### config.mk
export PLATFORM = sky130hd
export DESIGN_NAME = demux_2_stream
export DESIGN_NICKNAME = d
export VERILOG_FILES = /design/src/rtl/demux_2_stream.sv
export SDC_FILE = /design/constraint.sdc
export NUM_CORES = 1
export LEC_CHECK = 0
export ABC_AREA = 0
export BUFFER_PORTS_ARGS = -buffer_cell sky130_fd_sc_hd__buf_2
export CORE_MARGIN = 1.5
export CORE_UTILIZATION = 25
export DETAILED_ROUTE_END_ITERATION = 10
export PLACE_DENSITY_LB_ADDON = 0.15
export SYNTH_ARGS = -nofsm -noshare
export SYNTH_HDL_FRONTEND = slang
export SYNTH_SLANG_ARGS = --single-unit
export TNS_END_PERCENT = 5
### constraint.sdc
create_clock -name i_clk -period 6.3 [get_ports i_clk]
set_input_delay 0.63 -clock i_clk [delete_from_list [all_inputs] [get_ports i_clk]]
set_output_delay 0.63 -clock i_clk [all_outputs]
set_load 0.05 [all_outputs]
### src/rtl/demux_2_stream.sv
// Registered 1-to-2 stream demultiplexer: one valid/ready input stream is routed
// per word by i_s into one of two independent 2-entry lane FIFOs with push counters.
module demux_2_stream #(
  parameter int unsigned N  = 64,
  parameter int unsigned CW = 32
) (
  input  logic          i_clk,
  input  logic          i_rst_n,
  input  logic [N-1:0]  i_in,
  input  logic          i_s,
  input  logic          i_valid,
  output logic          o_ready,
  output logic [N-1:0]  o_out0,
  output logic          o_valid0,
  input  logic          i_ready0,
  output logic [N-1:0]  o_out1,
  output logic          o_valid1,
  input  logic          i_ready1,
  output logic [CW-1:0] o_cnt0,
  output logic [CW-1:0] o_cnt1
);

  localparam int unsigned LANES = 2;

  logic [N-1:0]  mem    [LANES][2];
  logic [CW-1:0] cnt    [LANES];
  logic [1:0]    level  [LANES];
  logic          rd_ptr [LANES];
  logic          wr_ptr [LANES];

  logic [LANES-1:0] full;
  logic [LANES-1:0] head_valid;
  logic [LANES-1:0] lane_ready;
  logic [LANES-1:0] push;
  logic [LANES-1:0] pop;
  logic             accept;

  // Ready looks only at i_s and registered fill levels, so no consumer-ready
  // or i_valid path ever reaches o_ready.
  always_comb begin
    for (int l = 0; l < LANES; l++) begin
      full[l]       = (level[l] == 2'd2);
      head_valid[l] = (level[l] != 2'd0);
    end
  end

  assign o_ready       = i_s ? !full[1] : !full[0];
  assign accept        = i_valid && o_ready;
  assign lane_ready[0] = i_ready0;
  assign lane_ready[1] = i_ready1;

  always_comb begin
    for (int l = 0; l < LANES; l++) begin
      push[l] = accept && (i_s == l[0]);
      pop[l]  = head_valid[l] && lane_ready[l];
    end
  end

  // NOTE: storage is reset along with the control state because the head entry
  // is driven onto o_outX even when the lane is empty, and it must read 0 after reset.
  always_ff @(posedge i_clk) begin
    if (!i_rst_n) begin
      for (int l = 0; l < LANES; l++) begin
        mem[l][0] <= '0;
        mem[l][1] <= '0;
        cnt[l]    <= '0;
        level[l]  <= 2'd0;
        rd_ptr[l] <= 1'b0;
        wr_ptr[l] <= 1'b0;
      end
    end else begin
      for (int l = 0; l < LANES; l++) begin
        if (push[l]) begin
          mem[l][wr_ptr[l]] <= i_in;
          wr_ptr[l]         <= ~wr_ptr[l];
          cnt[l]            <= cnt[l] + CW'(1);
        end
        if (pop[l]) begin
          rd_ptr[l] <= ~rd_ptr[l];
        end
        // Simultaneous push and pop leaves the level unchanged.
        case ({push[l], pop[l]})
          2'b10:   level[l] <= level[l] + 2'd1;
          2'b01:   level[l] <= level[l] - 2'd1;
          default: level[l] <= level[l];
        endcase
      end
    end
  end

  assign o_out0   = mem[0][rd_ptr[0]];
  assign o_out1   = mem[1][rd_ptr[1]];
  assign o_valid0 = head_valid[0];
  assign o_valid1 = head_valid[1];
  assign o_cnt0   = cnt[0];
  assign o_cnt1   = cnt[1];

  a_level0_range : assert property (@(posedge i_clk) disable iff (!i_rst_n) level[0] != 2'd3);
  a_level1_range : assert property (@(posedge i_clk) disable iff (!i_rst_n) level[1] != 2'd3);
  a_no_push_full : assert property (@(posedge i_clk) disable iff (!i_rst_n) (push & full) == '0);

endmodule

# Yosys cells after proc, flatten, opt, wreduce, memory -nomap -nowiden
# Memories as Yosys holds them, arrays and structs flattened.
# Index checks and enable logic that the tools add are counted.
# W data, S select, Z words.
# totals
word_cells	625
n_memories	5
out_inout_bits	195
register_bits	0
ram_bits	328
in_bits	70
# classes
n_reduce_logical	13
n_eq_ne	6
n_lt_le_gt_ge	6
add_sub_neg	6
n_bitwise	277
mux	312
# mem_list
memory	words	width	read_ports	rd_clocked_by_memory_dff	wr	line_no	rtl
mem	2	128	2	0	2	25	logic [N-1:0] mem [LANES][2];
cnt	2	32	2	0	2	26	logic [CW-1:0] cnt [LANES];
level	2	2	2	0	2	27	logic [1:0] level [LANES];
rd_ptr	2	1	2	0	2	28	logic rd_ptr [LANES];
wr_ptr	2	1	2	0	2	29	logic wr_ptr [LANES];
# ops
op	count
$mux W64	8
$mux W1	292
$or A1 B1 Y1	268
$mux W128	2
$demux W64 S1	2
$add A32 B1 Y32 const B	2
$mux W32	2
$mux W2	6
$eq A2 B2 Y1 const B	4
$ge A2 B2 Y1 const B	4
$not A1 Y2	4
$logic_and A1 B1 Y1	7
$not A1 Y1	5
$add A2 B1 Y2 const B	2
$eq A2 B1 Y1 const B	2
$lt A2 B1 Y1 const B	2
$reduce_bool A2 Y1	2
$reduce_or A2 Y1	2
$sub A2 B1 Y2 const B	2
$logic_not A1 Y1	2

# Logic depth before layout (Yosys ltp)
# Gate-level depths: netlist of run 1.
# An unclocked memory read counts as a cell.
# depth
word_depth	13
mapped_depth	9
mapped_depth_nobuf	9

# Worst setup path after synthesis of run 1
# Ideal clock, no wire load.
# synth_path
path_type	in2reg
from	input i_s
to	memory mem[0][100] (netlist name), enable pin
slack_ns	0.240
cell_stages	3
n_path_buf	0
setup_ns	0.574
arrival_time_ns	5.485
required_ns	5.726
path_cell_list	nand2b_1 > nand2b_1 > o21ai_0
# synth_rtl
element	line_no	rtl
start: declaration	10	input logic i_s,
end: declaration	25	

==> metrics.yaml, run 1 <==
place:
  place_area_sq_um: 17300
  port_buffers: 264
  dp_hpwl_um: 25000
  place.gp.congestion: 0.729
worst_setup_path:
  cp_data_arrival_time_ns: 3.02
  timing.setup.critical_path_class: "register to primary output"
  worstPathRequired_ns: 5.67
  worstSetupEndpointType: "primary output"
  cp_slowest_cell: "edfxtp_1"
  cp_num_buf_inv: 2
  path_cells: "buf_4, mux2_2, buf_2"
  crit_family: "flip-flops"
  path_max_fanout: 47
  critPathLaunchType: "register"
  slowest_delay_ns: 1.00
timing:
  worstMarginPinSlew_ns: 1.15
  finalCriticalPeriod_ns: 3.65
  finalSetupViolations: 0
  finalHoldViolCount: 0
  tns_ns: 0
  slew_violations: 0
  rsz0062_at_grt: "no"
  slew_headroom_pct: 22.8
  fin_skew_ns: 0.0135
  clock.fmax_ghz: 0.274
  period_share_pct: 58.0
die:
  die_height_um: 248
  dieWidth_um: 248
  pin_count: 265
  rows: 89
  dieArea_sq_um: 61700
  initial_core_util_pct: 25.4
  coreArea_sq_um: 59200
clocking:
  cts_hold_buf: 0
  path_clk_slew_ns: 0.06
  postCtsSetupBuffers: 0
  cts_sinks: 328
  root_buffer: "clkbuf_16"
  clkLatencyLatePin_ns: 0.55
  cts-resized-gates: 0
  cts_tree: "built"
  cts_htree_levels: 2
  numCtsBuffers: 41
  clockBufferDepth: 3
drt:
  post_drt_wl_per_cell_um: 19.2
  route.detailed.drc: 15
  drtAntennaViolNets: 0
  vias: 9582
  viasPerCell: 4.45
  wl_um: 41300
  first_pass_iters: 8
  initialDrtViolationCount: 429
synthesis:
  synth_sequential_area_ratio_pct: 65.4
  synthesis.area_sq_um: 15100
  synth-edff-count: 328
  synth_cells: 1089
  synth-seq-cells: 328
  synth_common_cells: "328 x edfxtp_1, 258 x and2_1, 128 x mux2_2"
  synthDistinctLibCells: 38
  synth_area_leaders: "edfxtp_1 65%, and2_1 11%, mux2_2 9.6%, clkbuf_1 1.3%, or4_1 1.1%"
  yosysTopAreaCellShare_pct: 65.4
  syn_area_per_cell_sq_um: 13.8
  synth-async-reset-ratio_pct: 0
  yosys_warnings: 0
  synth_top_area_cell: "edfxtp_1"
  yosysMostFrequentCell: "edfxtp_1"
  synthesis.nets: 1167
  synth_ff_type: "edfxtp_1"
power_and_ir_drop:
  vdd_drop_max_mv: 0.163
  p_per_area_nw_per_um2: 327
  p_leak_nw: 7.09
cells_and_area:
  drive_gt1_share_pct: 34.2
  fill_cells: 6053
  areaGrowthSynthToFinish_pct: 22.5
  n_antenna_cell: 0
  fin_area_sq_um: 18500
  finalNetCount: 1430
  utilization_pct: 31.2
global_routing:
  grt-ovfl-total: 0
  grt_pass1_vias: 9766
  grt_pass1_wl_um: 62600
  antenna_found_initial: 5
  grt_start_max_net_pins: 66
  grt_use_total_pct: 13.2
worst_hold_path:
  hp-class: "input pin to register"
outcome:
  failed_checks: "design-rule violations"
  status: "finished, violations left"
run:
  cap_violations: 0
[report_power, final]
group	internal, mW	switching (mW)	total [mW]
Clock	1.24	0.916	2.15
Combinational	0.309	0.906	1.21
Sequential	2.58	0.0953	2.68
[metrics by stage]
stage	setup slack [ns]	cells	power, mW	hold WS (ns)
after floorplan	0.240	1089	3.60	0.530
after global placement	2.56	2082	3.96	0.553
after detailed placement	2.56	2082	3.96	0.554
after CTS	2.53	2152	6.15	0.353
after global routing	2.41	2152	6.28	0.368
final	2.65	2152	6.04	0.396
[final timing paths]
check               start           to  slack, ns  depth (start not counted)
max          rd_ptr[0][1]   o_out1[53]       2.65                          3
min              i_in[43]  mem[0][107]       0.40                          2
max reg2reg   level[1][0]   mem[1][57]       3.05                          7
min reg2reg   level[1][0]  level[1][0]       0.56                          1
[state kept, by name, summed over array words and instances (netlist names)]
name    cells
mem       256
cnt        64
level       4
rd_ptr      2
wr_ptr      2
[kinds of logic (layout without fill, tap and decap cells)]
family	after synthesis	count (layout)	share of synthesized area [%]
adders and majority gates	8	8	0.665
and+or+nand+nor	445	445	17.6
xor gates and xnor gates	26	26	1.51
AOI/OAI and AO/OA	77	77	3.13
muxes	130	130	9.70
buffers and inverters	75	365	1.99
DFF	328	328	65.4
[metal layers]
metal | part of all wire (%) | wire [um] | GRT usage (%)
met1 | 46 | 18800 | 17.5
met5 | 0.17 | 69 | 0
met3 | 7.0 | 2910 | 4.09
met2 | 45 | 18600 | 20.8
met4 | 2.1 | 882 | 3.54
[cell type report]
cell class	instances	area, sq um	share of cell area, %
clock inverter	14	92.6	0.502
timing repair buffer	279	1430	7.77
inverter	16	60.1	0.325
clock buffer	56	1080	5.86
tap	773	967	5.24
sequential	328	9850	53.4
multi-input combinational	686	4970	26.9
[cell usage in the layout, fill, tap and decap left out, types with 4 or more instances in the layout]
master and n:
and3_1 8, mux2_2 128, or4_1 23, buf_4 15, edfxtp_1 328, a21oi_1 33
o21ai_0 11, and4_1 8, clkinv_1 8, nand4_1 16, nand3b_1 4, and2_1 258
nand2b_1 4, inv_1 16, ha_1 8, clkbuf_1 15, buf_2 264, or3_1 8
xnor2_1 15, nand3_1 24, clkbuf_16 41, nor4_1 10, o31ai_1 21, xor2_1 11
nand2_1 26, nor2_1 38
No activity file was read; power rests on OpenSTA's default activity.
==> run 2, diff against run 1 <==
- ABC_AREA: 0 -> 1
- clock period: 6.3 -> 3.24 ns (I/O delays scaled with it)
==> run 2 against run 1 <==
The flow now finishes without violations. Synthesized area up 2.4%. Synthesized cell count up 22%. Flip-flop and latch count unchanged. Critical path type unchanged. Largest power group unchanged.
==> metrics.yaml, run 2 <==
cells_and_area:
  final_cell_mix: "358 x nor2_1, 328 x edfxtp_1, 264 x buf_2"  # was 328 x edfxtp_1, 264 x buf_2, 258 x and2_1
  fill_cells: 6226  # was 6053
  areaGrowthSynthToFinish_pct: 22.8  # was 22.5%
  reg_top3: "mem: 256 flops, cnt: 64 flops, level: 4 flops"  # unchanged
  regMostFlops: "mem"  # unchanged
  n_antenna_cell: 0  # unchanged
  multi_input_area_sq_um: 4820  # was 4970 sq um
  regArea_sq_um: 9850  # unchanged
  drive_gt1_share_pct: 32.5  # was 34.2%
  final_common_cell: "nor2_1"  # was edfxtp_1
  finalNonFillerCells: 2418  # was 2152
  finalNetCount: 1684  # was 1430
  largest_register_ffs: 256  # unchanged
power_and_ir_drop:
  power.total_mw: 11.9  # was 6.04 mW
  vdd_drop_max_mv: 0.313  # was 0.163 mV
  p_leak_nw: 7.69  # was 7.09 nW
  p_per_area_nw_per_um2: 631  # was 327 nW/um^2
global_routing:
  antenna_found_initial: 2  # was 5
  grt_use_total_pct: 13.2  # about the same
  grt_pass1_wl_um: 63500  # was 62600 um
  grt-ovfl-total: 0  # unchanged
  grt_pass1_vias: 10500  # was 9766
  grt_start_max_net_pins: 65  # was 66
timing:
  finalHoldViolCount: 0  # unchanged
  period_share_pct: 80.6
  worstMarginPinSlew_ns: 1.00  # was 1.15 ns
  fin_skew_ns: 0.00985  # was 0.0135 ns
  slew_headroom_pct: 33.3  # was 22.8%
  clock.fmax_ghz: 0.383
  finalCriticalPeriod_ns: 2.61
  slew_violations: 0  # unchanged
  rsz0062_at_grt: "no"  # unchanged
  tns_ns: 0  # unchanged
  finalSetupViolations: 0  # unchanged
place:
  dp_hpwl_um: 26500  # was 25000 um
  place.gp.congestion: 0.819  # was 0.729
  port_buffers: 264  # unchanged
  place_inst: 2344  # was 2082
worst_setup_path:
  cp_data_arrival_time_ns: 2.29  # was 3.02 ns
  crit_family: "flip-flops"  # unchanged
  timing.setup.critical_path_class: "register to primary output"  # unchanged
  cp_num_buf_inv: 2  # unchanged
  path_cells: "buf_12, mux2_2, buf_2"  # was buf_4, mux2_2, buf_2
  critPathLaunchType: "register"  # unchanged
  reg2reg_from: "level[1][1]"  # was level[1][0]
  cp_slowest_cell: "edfxtp_1"  # unchanged
  worstPathRequired_ns: 2.92  # was 5.67 ns
  slowest_delay_ns: 0.78  # was 1.00 ns
  path_max_fanout: 31  # was 47
  crit_start: "rd_ptr[0][1]"  # unchanged
  worstSetupEndpointType: "primary output"  # unchanged
synthesis:
  yosys_warnings: 0  # unchanged
  yosysTopAreaCellShare_pct: 63.9  # was 65.4%
  synth_cells: 1334  # was 1089
  synth-seq-cells: 328  # unchanged
  synthDistinctLibCells: 30  # was 38
  synth_ff_type: "edfxtp_1"  # unchanged
  synth_top_area_cell: "edfxtp_1"  # unchanged
  synthesis.area_sq_um: 15400  # was 15100 sq um
  yosysMostFrequentCell: "nor2_1"  # was edfxtp_1
  synth_common_cells: "358 x nor2_1, 328 x edfxtp_1, 177 x nand2_1"  # was 328 x edfxtp_1, 258 x and2_1, 128 x mux2_2
  synth_compound_area_share_pct: 1.64  # was 3.13%
  synth_top_family_by_area: "simple AND/OR/NAND/NOR gates"  # unchanged
  synth_sequential_area_ratio_pct: 63.9  # was 65.4%
  synth-edff-count: 328  # unchanged
  yosys.area_share.adder_pct: 0.649  # was 0.665%
  synthesis.nets: 1412  # was 1167
  synth_xor_area_share_pct: 0.738  # was 1.51%
  synth-async-reset-ratio_pct: 0  # unchanged
  synth-simple-area-share_pct: 18.5  # was 17.6%
  syn_area_per_cell_sq_um: 11.6  # was 13.8 sq um
  synth_area_leaders: "edfxtp_1 64%, mux2_2 9.3%, nor2_1 8.7%, nand2_1 4.3%, nor2_4 3.6%"  # was edfxtp_1 65%, and2_1 11%, mux2_2 9.6%, clkbuf_1 1.3%, or4_1 1.1%
  synthMuxAreaShare_pct: 9.35  # was 9.70%
die:
  dieArea_sq_um: 63200  # was 61700 sq um
  coreArea_sq_um: 60700  # was 59200 sq um
  dieWidth_um: 251  # was 248 um
  initial_core_util_pct: 25.4  # about the same
  die_height_um: 251  # was 248 um
  pin_count: 265  # unchanged
  rows: 90  # was 89
drt:
  drtAntennaViolNets: 0  # unchanged
  route.detailed.drc: 0  # was 15
  vias: 10300  # was 9582
  top_layer_used: "met5"  # unchanged
  wl_um: 41800  # was 41300 um
  wl_met3_um: 2650  # was 2910 um
  viasPerCell: 4.27  # was 4.45
  dr_wl_met2_um: 19300  # was 18600 um
  wl_met1_um: 19100  # was 18800 um
  first_pass_iters: 4  # was 8
  post_drt_wl_per_cell_um: 17.3  # was 19.2 um
  initialDrtViolationCount: 424  # was 429
clocking:
  cts_tree: "built"  # unchanged
  postCtsSetupBuffers: 0  # unchanged
  cts_htree_levels: 2  # unchanged
  numCtsBuffers: 42  # was 41
  cts-resized-gates: 0  # unchanged
  cts_sinks: 328  # unchanged
  root_buffer: "clkbuf_16"  # unchanged
  clockBufferDepth: 3  # unchanged
  cts_hold_buf: 0  # unchanged
  path_clk_slew_ns: 0.05  # was 0.06 ns
  clkLatencyLatePin_ns: 0.56  # was 0.55 ns
run:
  cap_violations: 0  # unchanged
worst_hold_path:
  hp-class: "input pin to register"  # unchanged
  min_from: "i_in[13]"  # was i_in[43]
outcome:
  status: "completed"  # was finished, violations left
run 2: cell types whose count changed after synthesis, sizes merged, moves of 20 or more:
cell / delta
nand2: +152
or4: -23
and2: -254
o31ai: -20
clkbuf: -43
nor2: +369
buf: +35
inv: +103
run 2: path summary, 6_finish.rpt:
path	end	slack, ns	depth (start not counted)
setup / recovery	o_out1[32]	0.63	3
hold / removal	mem[1][77]	0.12	3
setup reg to reg	mem[1][124]	1.08	8
hold reg to reg	level[1][0]	0.56	1
run 2: kinds of logic (layout without fill, tap and decap cells):
family / Yosys count / after routing
and+or+nand+nor: 636 / 636
DFF: 328 / 328
buffers and inverters: 171 / 473
muxes: 128 / 128
AOI/OAI and AO/OA: 50 / 50
xor gates and xnor gates: 13 / 13
adders and majority gates: 8 / 8
run 2: metrics by stage:
stage               hold WS, ns  worst slack, ns  utilization [%]  area (sq um)
floorplan                 0.528           0.0992                -         15400
global placement          0.557             1.02             29.0         17600
detailed placement        0.548            0.978             29.0         17600
finish                    0.124            0.630             31.2         18900
global route              0.115            0.506             31.2         18900
CTS                      0.0807            0.537             31.2         18900
run 2: final cells by class:
| class | instances | share of cell area, % |
|---|---|---|
| clock buffer | 50 | 5.82 |
| tap | 782 | 5.17 |
| multi-input combinational | 835 | 25.4 |
| inverter | 120 | 2.38 |
| clock inverter | 24 | 1.09 |
| timing repair buffer | 279 | 8.10 |
| sequential | 328 | 52.0 |
run 2: worst register-to-register path, stage by stage, from the launching register on:
cell	delay, ns
edfxtp_1	0.40
ha_1	0.21
inv_1	0.06
nand3_2	0.09
inv_2	0.10
nand2_1	0.07
or2_2	0.34
nand2_4	0.08
buf_12	0.27
run 2: routing by layer:
| metal | track usage, % | up-vias |
|---|---|---|
| met3 | 3.69 | 59 |
| met4 | 3.51 | 4 |
| met5 | 0 | - |
| met1 | 17.4 | 5005 |
| li1 | - | 5014 |
| met2 | 21.2 | 253 |
run 2: power breakdown:
group          internal [mW]  switching, mW
registers               4.98          0.160
clock network           2.66           1.83
logic                  0.572           1.73
==> run 3, diff against run 2 <==
- clock period: 3.24 -> 2.2 ns (I/O delays scaled with it)
==> run 3 against run 2 <==
Hold slack worse by 0.091 ns. Final cell count is 0.87% higher. Die area did not move. Largest power group unchanged.
==> metrics.yaml, run 3 (synthesis results as in run 2) <==
cells_and_area:
  final_common_cell: "nor2_1"  # unchanged
  fill_cells: 6212  # was 6226
  regMostFlops: "mem"  # unchanged
  finalNonFillerCells: 2439  # was 2418
  areaGrowthSynthToFinish_pct: 25.3  # was 22.8%
  finalNetCount: 1708  # was 1684
  n_antenna_cell: 0  # unchanged
  final_cell_mix: "358 x nor2_1, 328 x edfxtp_1, 246 x buf_2"  # was 358 x nor2_1, 328 x edfxtp_1, 264 x buf_2
  largest_register_ffs: 256  # unchanged
  drive_gt1_share_pct: 33.5  # was 32.5%
  reg_top3: "mem: 256 flops, cnt: 64 flops, level: 4 flops"  # unchanged
  fin_area_sq_um: 19300  # was 18900 sq um
drt:
  vias: 10400  # was 10300
  initialDrtViolationCount: 549  # was 424
  route.detailed.drc: 0  # unchanged
  wl_um: 43900  # was 41800 um
  first_pass_iters: 5  # was 4
  viasPerCell: 4.28  # was 4.27
  drtAntennaViolNets: 0  # unchanged
  post_drt_wl_per_cell_um: 18.0  # was 17.3 um
die:
  dieWidth_um: 251  # unchanged
  pin_count: 265  # unchanged
  initial_core_util_pct: 25.4  # unchanged
  dieArea_sq_um: 63200  # unchanged
  coreArea_sq_um: 60700  # unchanged
  rows: 90  # unchanged
  die_height_um: 251  # unchanged
timing:
  fin_hold_ws_ns: 0.0333  # was 0.124 ns
  period_share_pct: 97.6
  fin_skew_ns: 0.0173  # was 0.00985 ns
  slew_headroom_pct: 60.1  # was 33.3%
  rsz0062_at_grt: "yes"  # was no
  worstMarginPinSlew_ns: 0.599  # was 1.00 ns
  finalCriticalPeriod_ns: 2.15
  finalHoldViolCount: 0  # unchanged
  slew_violations: 0  # unchanged
  finalSetupViolations: 0  # unchanged
  setup_ws_ns: 0.0526  # was 0.630 ns
  clock.fmax_ghz: 0.466
global_routing:
  antenna_found_initial: 6  # was 2
  grt-ovfl-total: 0  # unchanged
  grt_start_max_net_pins: 51  # was 65
  grt_pass1_vias: 10500  # about the same
  grt_use_total_pct: 13.5  # was 13.2%
  grt_pass1_wl_um: 64600  # was 63500 um
place:
  place_inst: 2359  # was 2344
  dp_hpwl_um: 28400  # was 26500 um
  place.gp.congestion: 0.800  # was 0.819
  port_buffers: 264  # unchanged
  place_area_sq_um: 17900  # was 17600 sq um
  dp_slack_ns: 0.244  # was 0.978 ns
worst_setup_path:
  reg2reg_to: "level[0][0]"  # was mem[1][124]
  critPathLaunchType: "register"  # unchanged
  path_cells: "buf_4, clkbuf_16, mux2_2, buf_2"  # was buf_12, mux2_2, buf_2
  cp_data_arrival_time_ns: 1.93  # was 2.29 ns
  reg2regPathDepth: 5  # was 8
  cp_num_buf_inv: 3  # was 2
  slowest_delay_ns: 0.38  # was 0.78 ns
  worstPathRequired_ns: 1.98  # was 2.92 ns
  cp_slowest_cell: "mux2_2"  # was edfxtp_1
  crit_family: "buffers and inverters"  # was flip-flops
  path_max_fanout: 16  # was 31
  worstSetupEndpointType: "primary output"  # unchanged
  r2r_slack_ns: 0.22  # was 1.08 ns
  reg2reg_from: "level[0][0]"  # was level[1][1]
  timing.setup.critical_path_class: "register to primary output"  # unchanged
clocking:
  cts_htree_levels: 2  # unchanged
  numCtsBuffers: 42  # unchanged
  cts_tree: "built"  # unchanged
  path_clk_slew_ns: 0.06  # was 0.05 ns
  root_buffer: "clkbuf_16"  # unchanged
  clkLatencyLatePin_ns: 0.55  # was 0.56 ns
  clockBufferDepth: 3  # unchanged
  cts_sinks: 328  # unchanged
power_and_ir_drop:
  p_per_area_nw_per_um2: 910  # was 631 nW/um^2
  p_leak_nw: 7.88  # was 7.69 nW
  power.total_mw: 17.6  # was 11.9 mW
  vdd_drop_max_mv: 0.432  # was 0.313 mV
worst_hold_path:
  hp-class: "input pin to register"  # unchanged
  min_to: "mem[0][5]"  # was mem[1][77]
  min_from: "i_in[5]"  # was i_in[13]
  min_path_cells: 3  # unchanged
run:
  cap_violations: 0  # unchanged
outcome:
  status: "completed"  # unchanged
## run 3: cell count changes in the layout (fill, tap and decap cells not counted), sizes merged
| cell | previous run | this run |
|---|---|---|
| bufinv | 3 | 2 |
| buf | 279 | 300 |
| dlygate4sd3 | 0 | 1 |
| clkinv | 18 | 19 |
| inv | 121 | 120 |
## run 3: power by group
part,internal (mW),switching (mW),leakage [nW]
Combinational,0.976,2.62,3.84
Sequential,7.34,0.223,3.42
Clock,3.77,2.65,0.621
Total,12.1,5.50,7.88
## run 3: cell type report
| class | instances | area [sq um] | share of cell area [%] |
|---|---|---|---|
| repair buffers | 303 | 1960 | 10.1 |
| clock buffers | 48 | 1090 | 5.67 |
| inverters | 120 | 452 | 2.34 |
| flip-flops and latches | 328 | 9850 | 51.0 |
| clock inverters | 23 | 164 | 0.848 |
| multi-input cells | 835 | 4820 | 25.0 |
| well taps | 782 | 978 | 5.07 |
## run 3: timing repair
item | in CTS | in global routing
endpoints found under the hold margin | 3 | 0
cloned | 1 | 2
hold buffers | 1 | 0
buffers inserted | 3 | 2
resized for setup | 19 | 5
setup endpoints to repair | 67 | 94
## run 3: layer usage
metal	share of wire (%)	routed length [um]	up-vias	GRT usage [%]
met3	5.8	2540	57	3.77
met5	0.14	63	-	0
met4	1.7	758	12	3.01
met2	47	20600	248	22.4
li1	-	-	5047	-
met1	45	19900	5069	17.6
## run 3: worst max path at each step
stage | end | cells past startpoint | startpoint
after floorplan | mem[1][0] | 9 | level[1][0]
after global placement | mem[1][90] | 9 | level[1][0]
after detailed placement | level[0][0] | 5 | level[0][0]
after CTS | o_out1[59] | 4 | rd_ptr[0][1]
after global routing | o_out1[9] | 4 | rd_ptr[0][1]
final | o_out1[17] | 4 | rd_ptr[0][1]
## run 3: worst register-to-register path: stages, from the launching register on
cell and delay (ns):
edfxtp_1 0.43, or2_2 0.37, nand2_1 0.16, inv_1 0.07, ha_1 0.30, o21ai_0 0.32
## run 3: metrics by stage
stage / setup TNS (ns) / utilization, %
4_1_cts: -0.0140 / 31.7
2_1_floorplan: -31.17 / -
5_1_grt: -1.23 / 31.8
6_report: 0 / 31.8
3_5_place_dp: 0 / 29.4
3_3_place_gp: 0 / 29.4
